File: config.mk
export PLATFORM = sky130hd
export DESIGN_NAME = mul_div_unit
export DESIGN_NICKNAME = d
export VERILOG_FILES = /design/src/rtl/mul_div_unit_pkg.sv /design/src/rtl/mul_div_unit_sign_fix.sv /design/src/rtl/mul_div_unit.sv
export SDC_FILE = /design/constraint.sdc
export NUM_CORES = 1
export LEC_CHECK = 0
export ABC_AREA = 1
export CAP_MARGIN = 0
export CORE_MARGIN = 4
export CORE_UTILIZATION = 35
export DETAILED_ROUTE_END_ITERATION = 8
export GPL_ROUTABILITY_DRIVEN = 0
export SLEW_MARGIN = 10
export SYNTH_ARGS = -nofsm -noshare
export SYNTH_HDL_FRONTEND = slang
export SYNTH_SLANG_ARGS = --single-unit
File: constraint.sdc
create_clock -name clk -period 13.1 [get_ports clk]
set_input_delay 2.62 -clock clk [delete_from_list [all_inputs] [get_ports clk]]
set_output_delay 2.62 -clock clk [all_outputs]
set_load 0.02 [all_outputs]
File: src/rtl/mul_div_unit_pkg.sv
// +------------------------------------------------------------------+
// | mul_div_unit_pkg : shared RV32M encodings, widths and constants  |
// | rev 1.0                                                          |
// +------------------------------------------------------------------+
`timescale 1ns/1ps
`default_nettype none

package mul_div_unit_pkg;

    localparam int XLEN          = 32;
    localparam int MD_REG_ADDR_W = 5;

    localparam logic [2:0] MD_MUL    = 3'b000;
    localparam logic [2:0] MD_MULH   = 3'b001;
    localparam logic [2:0] MD_MULHSU = 3'b010;
    localparam logic [2:0] MD_MULHU  = 3'b011;
    localparam logic [2:0] MD_DIV    = 3'b100;
    localparam logic [2:0] MD_DIVU   = 3'b101;
    localparam logic [2:0] MD_REM    = 3'b110;
    localparam logic [2:0] MD_REMU   = 3'b111;

    localparam logic [XLEN-1:0] DIV0_QUOT = 32'hFFFF_FFFF;
    localparam logic [XLEN-1:0] INT_MIN   = 32'h8000_0000;

    typedef enum logic [1:0] {
        ST_IDLE = 2'd0,
        ST_CALC = 2'd1,
        ST_FIX  = 2'd2,
        ST_DONE = 2'd3
    } md_state_t;

endpackage

`default_nettype wire

File: src/rtl/mul_div_unit_sign_fix.sv
// +------------------------------------------------------------------+
// | md_sign_fix : conditional two's-complement negate (magnitude /   |
// | sign restore).  rev 1.0                                          |
// +------------------------------------------------------------------+
`timescale 1ns/1ps
`default_nettype none

module md_sign_fix #(
    parameter int W = 32
) (
    input  logic [W-1:0] value,
    input  logic         negate,
    output logic [W-1:0] result
);

    assign result = negate ? -value : value;

endmodule

`default_nettype wire

File: src/rtl/mul_div_unit.sv
// +------------------------------------------------------------------+
// | mul_div_unit : iterative RV32M multiply/divide execute unit      |
// | rev 1.0                                                          |
// +------------------------------------------------------------------+
`timescale 1ns/1ps
`default_nettype none

module mul_div_unit
    import mul_div_unit_pkg::*;
#(
    parameter int WIDTH      = XLEN,
    parameter int REG_ADDR_W = MD_REG_ADDR_W
) (
    input  logic                  clk,
    input  logic                  reset,
    input  logic                  start,
    input  logic [2:0]            funct3,
    input  logic [WIDTH-1:0]      op_a,
    input  logic [WIDTH-1:0]      op_b,
    input  logic [REG_ADDR_W-1:0] rd_in,
    input  logic                  abort,
    output logic                  busy,
    output logic                  done,
    output logic [WIDTH-1:0]      result,
    output logic [REG_ADDR_W-1:0] rd_out,
    output logic                  wb_en
);

    md_state_t            state;
    logic [4:0]           count;
    logic [2:0]           fn;
    logic                 neg_res;
    logic                 neg_rem;
    logic [WIDTH-1:0]     a_mag;
    logic [WIDTH-1:0]     b_mag;
    logic [2*WIDTH-1:0]   acc;
    logic [WIDTH-1:0]     quot;
    logic [WIDTH-1:0]     rem;

    logic                 a_signed;
    logic                 b_signed;
    logic                 sign_a;
    logic                 sign_b;
    logic [WIDTH-1:0]     a_in_mag;
    logic [WIDTH-1:0]     b_in_mag;
    logic                 div_zero;
    logic                 div_ovf;
    logic [WIDTH-1:0]     fast_res;

    logic [WIDTH:0]       mul_sum;
    logic [WIDTH:0]       div_shift;
    logic [WIDTH:0]       div_sub;
    logic                 div_ok;
    logic                 unused_div_msb;

    logic [2*WIDTH-1:0]   prod_fix;
    logic [WIDTH-1:0]     quot_fix;
    logic [WIDTH-1:0]     rem_fix;
    logic [WIDTH-1:0]     fix_res;

    assign a_signed = (funct3 == MD_MUL) || (funct3 == MD_MULH) || (funct3 == MD_MULHSU)
                   || (funct3 == MD_DIV) || (funct3 == MD_REM);
    assign b_signed = (funct3 == MD_MUL) || (funct3 == MD_MULH)
                   || (funct3 == MD_DIV) || (funct3 == MD_REM);
    assign sign_a   = a_signed & op_a[WIDTH-1];
    assign sign_b   = b_signed & op_b[WIDTH-1];

    md_sign_fix #(.W(WIDTH)) u_mag_a (.value(op_a), .negate(sign_a), .result(a_in_mag));
    md_sign_fix #(.W(WIDTH)) u_mag_b (.value(op_b), .negate(sign_b), .result(b_in_mag));

    // Cases with an architecturally fixed answer bypass the iterative datapath.
    assign div_zero = funct3[2] && (op_b == '0);
    assign div_ovf  = funct3[2] && !funct3[0] && (op_a == INT_MIN) && (op_b == '1);
    assign fast_res = div_zero ? (funct3[1] ? op_a : DIV0_QUOT)
                               : (funct3[1] ? '0   : INT_MIN);

    // Shift-add: low half of acc holds the unconsumed multiplier bits.
    assign mul_sum = {1'b0, acc[2*WIDTH-1:WIDTH]} + (acc[0] ? {1'b0, a_mag} : '0);

    // Restoring division: shift next dividend bit into the partial remainder.
    assign div_shift      = {rem, quot[WIDTH-1]};
    assign div_ok         = (div_shift >= {1'b0, b_mag});
    assign div_sub        = div_shift - {1'b0, b_mag};
    assign unused_div_msb = div_sub[WIDTH];

    md_sign_fix #(.W(2*WIDTH)) u_fix_prod (.value(acc),  .negate(neg_res), .result(prod_fix));
    md_sign_fix #(.W(WIDTH))   u_fix_quot (.value(quot), .negate(neg_res), .result(quot_fix));
    md_sign_fix #(.W(WIDTH))   u_fix_rem  (.value(rem),  .negate(neg_rem), .result(rem_fix));

    assign fix_res = fn[2] ? (fn[1] ? rem_fix : quot_fix)
                           : ((fn == MD_MUL) ? prod_fix[WIDTH-1:0] : prod_fix[2*WIDTH-1:WIDTH]);

    always_ff @(posedge clk or posedge reset) begin
        if (reset) begin
            state   <= ST_IDLE;
            count   <= '0;
            fn      <= '0;
            neg_res <= 1'b0;
            neg_rem <= 1'b0;
            a_mag   <= '0;
            b_mag   <= '0;
            acc     <= '0;
            quot    <= '0;
            rem     <= '0;
            busy    <= 1'b0;
            done    <= 1'b0;
            wb_en   <= 1'b0;
            result  <= '0;
            rd_out  <= '0;
        end else begin
            done  <= 1'b0;
            wb_en <= 1'b0;
            case (state)
                ST_IDLE: begin
                    if (start && !abort) begin
                        fn      <= funct3;
                        rd_out  <= rd_in;
                        neg_res <= sign_a ^ sign_b;
                        neg_rem <= sign_a;
                        a_mag   <= a_in_mag;
                        b_mag   <= b_in_mag;
                        acc     <= {{WIDTH{1'b0}}, b_in_mag};
                        quot    <= a_in_mag;
                        rem     <= '0;
                        count   <= '0;
                        if (div_zero || div_ovf) begin
                            result <= fast_res;
                            state  <= ST_DONE;
                            done   <= 1'b1;
                            wb_en  <= 1'b1;
                        end else begin
                            state <= ST_CALC;
                            busy  <= 1'b1;
                        end
                    end
                end
                ST_CALC: begin
                    if (abort) begin
                        state <= ST_IDLE;
                        busy  <= 1'b0;
                    end else begin
                        if (fn[2]) begin
                            quot <= {quot[WIDTH-2:0], div_ok};
                            rem  <= div_ok ? div_sub[WIDTH-1:0] : div_shift[WIDTH-1:0];
                        end else begin
                            acc <= {mul_sum, acc[WIDTH-1:1]};
                        end
                        count <= count + 5'd1;
                        if (count == 5'd31) begin
                            state <= ST_FIX;
                        end
                    end
                end
                ST_FIX: begin
                    state <= ST_IDLE;
                    busy  <= 1'b0;
                    if (!abort) begin
                        result <= fix_res;
                        state  <= ST_DONE;
                        done   <= 1'b1;
                        wb_en  <= 1'b1;
                    end
                end
                ST_DONE: begin
                    state <= ST_IDLE;
                end
                default: begin
                    state <= ST_IDLE;
                    busy  <= 1'b0;
                end
            endcase
        end
    end

endmodule

`default_nettype wire

# Yosys cells after proc, flatten, opt, wreduce, memory -nomap -nowiden
# Index checks and enable logic that the tools add are counted.
# classes
n_div	0
n_eq_ne	19
add_sub_neg	8
n_mux	46
n_bitwise	3
multipliers	0
shifts	0
magnitude_cmp	1
n_reduce_logical	28
# ops
operator	n
2-to-1 mux 32 bit	21
2-to-1 mux 64 bit	4
one-hot mux 32 bit (2 select lines)	3
negator 32 bit	4
one-hot mux 64 bit (2 select lines)	1
== test 32 bit, second input constant	2
negator 64 bit	1
adder 32 x 32 -> 33 bit	1
>= comparator 33 x 32 -> 1 bit	1
logical NOT 32 bit	1
subtractor 32 bit	1
inequality test 2 bit, second input constant	8
AND reduction 4 bit	4
2-to-1 mux 2 bit	5
2-to-1 mux 5 bit	2
one-hot mux 5 bit (2 select lines)	1
one-hot mux 2 bit (4 select lines)	1
logical OR 1 bit	7
== test 3 bit, second input constant	2
logical NOT 3 bit	2
2-to-1 mux 1 bit	6
adder 5 x 1 -> 5 bit, second input constant	1
== test 5 bit, second input constant	1
logical AND 1 bit	5
15 further kinds	20
# word_totals
out_inout_bits	40
mem_bits_ro	0
latch_bits	0
regBits	243
elab_cells	119
input_bits	76
ramBits	0
mem_count	0

# Depth between registers and ports, before layout
# Gate-level depths: netlist of the first run.
# depth
word_depth	9
ltp_mapped	21

# Hierarchy
# A second synthesis of the first run with hierarchy kept.
# unflattened
hier_cells	4067
area_unflattened_um2	24060.6
# by_module_without_submodules
module	area_each_um2	n_inst	cells_each
mul_div_unit	17454.2	1	2668
md_sign_fix (u_fix_quot ...)	1052.3	3	225
md_sign_fix (u_fix_prod)	2411.1	1	498
md_sign_fix (u_fix_rem)	1038.5	1	226

# Worst setup path before layout of the first run
# OpenSTA, ideal clock, no wires.
# synth_path
path_type	input -> register
startpoint	input op_a[0]
endpoint	register result[14]
stages	14
n_path_buf	1
t_arrival_ps	4057
setup_slack_ps	8922
t_required_ps	12979
path_cell_list	inv_1 -> ha_1 -> nand3_2 -> nor2_2 -> nand2_1 -> nor2_1 -> nand3_1 -> nand2_2 -> nand2_4 -> nand2_1 -> nand2_1 -> buf_2 -> nor2_1 -> a21oi_2
# synth_between
elab_chain_len	6
# synth_lines
item	line	rtl
from (decl)	mul_div_unit.sv:18	input logic [WIDTH-1:0] op_a,
== test 32 bit	mul_div_unit.sv:73	assign div_ovf = funct3[2] && !funct3[0] && (op_a == INT_MIN) && (op_b == '1);
logical AND 1 bit (2 in a row)	mul_div_unit.sv:73	
logical OR 1 bit	mul_div_unit.sv:126	if (div_zero || div_ovf) begin
inequality test 2 bit (no source line)	-	
AND reduction 4 bit (no source line)	-	
to (signal assigned)	mul_div_unit.sv:127	result <= fast_res;
to (signal assigned)	mul_div_unit.sv:158	result <= fix_res;
to (decl)	mul_div_unit.sv:24	output logic [WIDTH-1:0] result,
# Every way passes these cells.
# A chain may end at the register's enable or synchronous reset.

# Worst setup path after layout of the first run
# layout_path
startpoint	input op_a[0]
endpoint	register result[30]
# Same word-level chain as after synthesis.

==> qor.txt, run 1 <==
Fin Hold WS -> 473.0 ps
Synth Flop Type -> dfrtp_1
Avg Inst Size Synth -> 6.049 um^2
Via-to-Cell Ratio -> 5.479
Rel. slew slack -> 0.3025
Peak VDD IR -> 0.1198 mV
first-pass GRT wire length -> 134,600 um
post-route minimum period -> 5667 ps
die footprint -> 65,710 um^2
Critical Path Slowest Stage Cell -> a21boi_4
Clock Skew -> 23.26 ps
area of the core -> 60,700 um^2
Initial Util -> 0.3556
setup bufs post-CTS -> 0
Rows -> 90
Setup-failing EPs final -> 0
crit-path most repeated cell -> nor2_1
nets@finish -> 3,770
Tcrit/Tclk final -> 0.4326
syn_nets -> 3,721
YS warnings -> 0
# diodes -> 0
Fin. Hold Viols -> 0
commonest cells after routing, fill and taps aside -> nand2_1 (985), nand3_1 (444), nor2_1 (434)
sequential element share of the synthesized area -> 0.2817
Worst-Margin Slew -> 1035 ps
CTS root buf -> clkbuf_16
CP cell instances -> clkdlybuf4s50_1, inv_1, ha_1, nand3_2, nor2_2, nand2_1, nor2_1, nand3_1, nand2_2, nand2_4, a21boi_4, nand2_1, nor2_1, nor2_1
Synth cell types -> 50
largest net degree at the start of global routing -> 118
Critical Path Sink Type -> register
CTS sink cnt -> 243
Post-DRT Antenna Nets -> 0
reg2reg setup slack -> 9620 ps
synthesis-to-finish area growth -> 13.52%
Post-Syn Area -> 21,580 um^2
WL per Instance -> 20.08 um
hold_buf cts -> 0
Die Ht -> 256.3 um
initial antenna violation count -> 2
Post-CTS Resized -> 0
routed via count -> 24,230
crit path DAT -> 6100 ps
slowest stage delay, CP -> 800 ps
H-tree level count -> 2
Crit Path Category -> in2reg
Critical Path RT -> 13,540 ps
CTS Buf Count -> 34
clock latency on the worst-skew pair -> 560 ps
drt first pass iters -> 6
Global Route Usage Sum -> 0.2602
leakage power total -> 12.29 nW
area share of the largest cell type after synthesis -> 0.2817
CTS clk-pin slew, worst paths -> 60 ps
share of cells above drive strength 1 -> 0.03709
RSZ-0062 raised after global routing -> false
top post-synthesis cells by area -> dfrtp_1 (28%), nand2_1 (17%), nand3_1 (10%)
CTS tree -> built
total grt overflow -> 0
vias in the first global route -> 22,300
Mapped Cells -> 3,568
Crit Path Max Fanout -> 33
Setup TNS -> 0 ps
most common cell after layout, fill and taps aside -> nand2_1
Ports -> 116
status -> finished, final reports clean
Die Wd -> 256.3 um
Tightest Hold Check Type -> reg2reg
Iter 0 DRT Violations -> 2,908
Yosys top cell by area -> dfrtp_1
power density cells -> 237.7 nW/um^2
CP Launch Type -> input port
number of max-cap violations -> 0
IO buf count -> 115
share of flip-flops with an asynchronous set or reset -> 1.000
Routed WL -> 88,780 um
hpwl dp -> 69,300 um
Max Buffers Root-to-Sink -> 3
Slew Limit Fails -> 0
Max Fclk -> 176.5 MHz
FF+latch count, synth -> 243
EDFF count, synth -> 0
Residual DRC -> 0
-- sequential cells by signal, summed over array words and instances (netlist names) --
register  cells
fn            3
neg_res       1
count         5
wb_en         1
rem          32
neg_rem       1
result       32
b_mag        32
acc          64
state         2
a_mag        32
rd_out        5
busy          1
quot         32
-- critical path, delay by kind of cell --
| kind | cells | cell delay, ps |
|---|---|---|
| and+or+nand+nor | 10 | 1750 |
| buffers and inverters | 2 | 660 |
| AOI/OAI and AO/OA | 1 | 800 |
| adders and majority gates | 1 | 240 |
-- per-stage QoR --
stage	power (mW)	setup slack (ps)	instances	area [um^2]	utilization
after floorplan	3.572	3807	3568	21580	-
after global placement	4.715	6906	4363	23340	0.3846
after detailed placement	4.728	6871	4363	23340	0.3846
after CTS	5.747	7442	4422	24500	0.4037
after global routing	6.258	7272	4422	24500	0.4037
final	5.825	7433	4422	24500	0.4037
-- cell families after synthesis --
family / synth area share
AOI/OAI and AO/OA: 0.1627
xor gates and xnor gates: 0.02556
adders and majority gates: 0.04533
buffers and inverters: 0.1001
DFF: 0.2817
and+or+nand+nor: 0.3846
-- power breakdown --
group          switching, mW  total, mW  internal (mW)  leakage, nW
Clock                  0.396      0.999          0.604        0.557
Combinational           2.44       3.46           1.02         8.68
Sequential             0.305       1.36           1.06         3.05
Total                   3.14       5.82           2.68         12.3
-- final timing paths --
kind,start,endpoint,depth (start not counted)
worst max-delay path,op_a[0],result[30],14
worst min-delay path,rd_out[0],rd_out[0],2
worst max register to register,state[1],quot[11],13
worst min register to register,rd_out[0],rd_out[0],2
max in group asynchronous,reset,wb_en,3
min in group asynchronous,reset,b_mag[13],2
-- final cells by class --
class / count / area (um^2)
timing repair buffer: 139 / 1331
tap: 782 / 978.4
multi-input combinational: 2777 / 13360
clock inverter: 17 / 239.0
sequential: 243 / 6085
fill: 6550 / 36190
inverter: 422 / 1592
clock buffer: 42 / 922.1
-- synthesized netlist by cell type, types with 12 or more instances --
library cell,number
a21oi_1,234
buf_2,29
clkbuf_1,76
dfrtp_1,243
ha_1,75
inv_1,410
nand2_1,985
nand3_1,444
nand4_1,39
nor2_1,436
nor3_1,28
o211ai_1,18
o21a_1,12
o21ai_0,306
o21ai_1,24
o22ai_1,14
xnor2_1,19
xor2_1,44
-- routing by layer --
metal,vias up,GRT usage,part of all wire
met1,11210,0.3576,0.43
met4,4,0.08776,0.038
met3,168,0.03779,0.083
li1,11770,-,-
met5,-,0,0.00038
met2,1070,0.4207,0.45
Note: power is estimated with default switching activity, not from simulation.
==> run 2: changes to the inputs <==
Clock period 13.1 ns to 5.5 ns, I/O delays scaled along.
==> run 2 against run 1 <==
  * Largest power group unchanged
  * Critical path type unchanged
  * Largest cell class unchanged
  * Flip-flop and latch count stayed put
  * Highest routed layer unchanged
  * Sequential share of layout area hardly changed
  * Clock-buffer cell count is 3 higher
==> qor.txt, run 2 (synthesis results as in run 1) <==
Largest Register -> acc
# diodes -> 0 (unchanged)
Crit Path Category -> in2reg
die footprint -> 65,710 um^2 (unchanged)
synthesis-to-finish area growth -> 13.39%
crit path DAT -> 4640 ps (-1460 ps)
reg2reg start -> state[1]
reg2reg setup slack -> 1710 ps (-7910 ps)
CP cell instances -> clkdlybuf4s50_1, inv_1, ha_1, nand3_2, nor2_2, nand2_1, nor2_1, nand3_1, nand2_2, nand2_4, nand2_1, nand2_1, nor2_1, a21oi_1
CTS clk-pin slew, worst paths -> 60 ps (about the same)
Post-CTS Resized -> 0 (unchanged)
Largest register FFs -> 64 (unchanged)
setup bufs post-CTS -> 0 (unchanged)
routed via count -> 24,310 (+0.33%)
Via-to-Cell Ratio -> 5.493 (+0.26%)
final core occ -> 0.4032 (-0.0004540)
most common cell after layout, fill and taps aside -> nand2_1
leakage power total -> 12.28 nW (about the same)
CTS root buf -> clkbuf_16
Clock Skew -> 35.94 ps (+12.68 ps)
nets@finish -> 3,771 (+0.027%)
Max Buffers Root-to-Sink -> 3 (unchanged)
share of cells above drive strength 1 -> 0.03788 (+0.0007930)
Die Wd -> 256.3 um (unchanged)
hold_buf cts -> 0 (unchanged)
Setup TNS -> 0 ps (unchanged)
total grt overflow -> 0 (unchanged)
post-route minimum period -> 4179 ps
Post-DRT Antenna Nets -> 0 (unchanged)
switching share of total power -> 0.5442 (+0.004914)
status -> finished, final reports clean
Routed WL -> 88,630 um (-0.17%)
Tightest Hold Check Type -> reg2reg
Critical Path Sink Type -> register
Initial Util -> 0.3556 (unchanged)
initial antenna violation count -> 1 (-1)
power density cells -> 559.2 nW/um^2 (+140%)
first-pass GRT wire length -> 134,100 um (-0.34%)
H-tree level count -> 1 (-1)
Critical Path Slowest Stage Cell -> nand2_1
Die Ht -> 256.3 um (unchanged)
Iter 0 DRT Violations -> 2,785 (-4.2%)
Residual DRC -> 0 (unchanged)
placed instance count -> 4,367 (+0.092%)
Setup-failing EPs final -> 0 (unchanged)
total power -> 13.69 mW (+130%)
Seq pwr share -> 0.238 (+0.004)
number of max-cap violations -> 0 (unchanged)
Peak VDD IR -> 0.3195 mV (+170%)
RR Endpoint -> acc[59]
clock latency on the worst-skew pair -> 610 ps (+50 ps)
Int Pwr -> 6.238 mW (+130%)
hpwl dp -> 69,830 um (+0.76%)
combinational power share -> 0.607 (+0.013)
Max Fclk -> 239.3 MHz
drt first pass iters -> 8 (+2)
commonest cells after routing, fill and taps aside -> nand2_1 (985), nand3_1 (444), nor2_1 (434)
Rows -> 90 (unchanged)
slowest stage delay, CP -> 680 ps (-120 ps)
Crit Path Max Fanout -> 31 (-6.1%)
largest net degree at the start of global routing -> 123 (+4.2%)
Critical Path RT -> 5960 ps (-7580 ps)
Fin. Hold Viols -> 0 (unchanged)
Worst Hold Path EP -> rd_out[3]
area of the core -> 60,700 um^2 (unchanged)
CTS sink cnt -> 243 (unchanged)
hold path depth -> 2 (unchanged)
WL per Instance -> 20.03 um (-0.24%)
CTS tree -> built
part of the power in the clock network -> 0.155 (-0.017)
Global Route Usage Sum -> 0.2586 (-0.001577)
vias in the first global route -> 22,160 (-0.60%)
final std cells w/o fill -> 4,425 (+0.068%)
crit-path most repeated cell -> nand2_1
CP Launch Type -> input port
RSZ-0062 raised after global routing -> false
IO buf count -> 115 (unchanged)
Psw -> 7.448 mW (+140%)
Slew Limit Fails -> 0 (unchanged)
Reg2Reg Depth -> 10 (-3)
Worst Hold Launch -> rd_out[3]
Ports -> 116 (unchanged)
Tcrit/Tclk final -> 0.7598
Rel. slew slack -> 0.1836 (-0.1188)
CTS Buf Count -> 31 (-8.8%)
Worst-Margin Slew -> 1222 ps (+186.2 ps)
placed cell area -> 23,420 um^2 (+0.33%)
final instance area -> 24,470 um^2 (-0.11%)
## run 2: final cells by class
cell class / count / area, um^2
clock buffer: 45 / 918.4
clock inverter: 13 / 138.9
fill: 6596 / 36220
inverter: 422 / 1588
multi-input combinational: 2777 / 13360
sequential: 243 / 6085
tap: 782 / 978.4
timing repair buffer: 143 / 1411
## run 2: power groups by stage
stage                     logic (mW)  registers [mW]  clock network [mW]
final                           8.31            3.25                2.13
after global routing            9.14            3.32                2.23
after CTS                       8.11            3.22                2.16
after detailed placement        8.08            3.24                   0
after global placement          8.04            3.25                   0
after floorplan                 5.42            3.09                   0
## run 2: how the worst max path moves through the flow
stage,start,endpoint,slack (ps)
2_1_floorplan,reset,a_mag[0],1210
3_3_place_gp,op_a[0],result[14],890
6_report,op_a[0],result[11],1320
3_5_place_dp,op_a[0],result[11],800
5_1_grt,op_a[0],result[11],1250
4_1_cts,op_a[0],result[11],1410
## run 2: per-stage QoR
stage	setup WS [ps]	hold WS, ps
after floorplan	1210	448.8
after global placement	888.4	456.0
after detailed placement	796.8	461.8
after CTS	1409	476.7
after global routing	1247	496.0
final	1321	469.8
## run 2: critical path: cells and delay by family
family	cells	cell delay, ps
adders and majority gates	1	220
and+or+nand+nor	10	2580
AOI/OAI and AO/OA	1	100
buffers and inverters	2	610
## run 2: routing by layer
| metal | share of wire | track usage | up-vias |
|---|---|---|---|
| met5 | 0.00018 | 0 | - |
| met4 | 0.040 | 0.08258 | 2 |
| met3 | 0.085 | 0.04401 | 160 |
| met2 | 0.44 | 0.4115 | 1038 |
| met1 | 0.43 | 0.3588 | 11350 |
| li1 | - | - | 11760 |
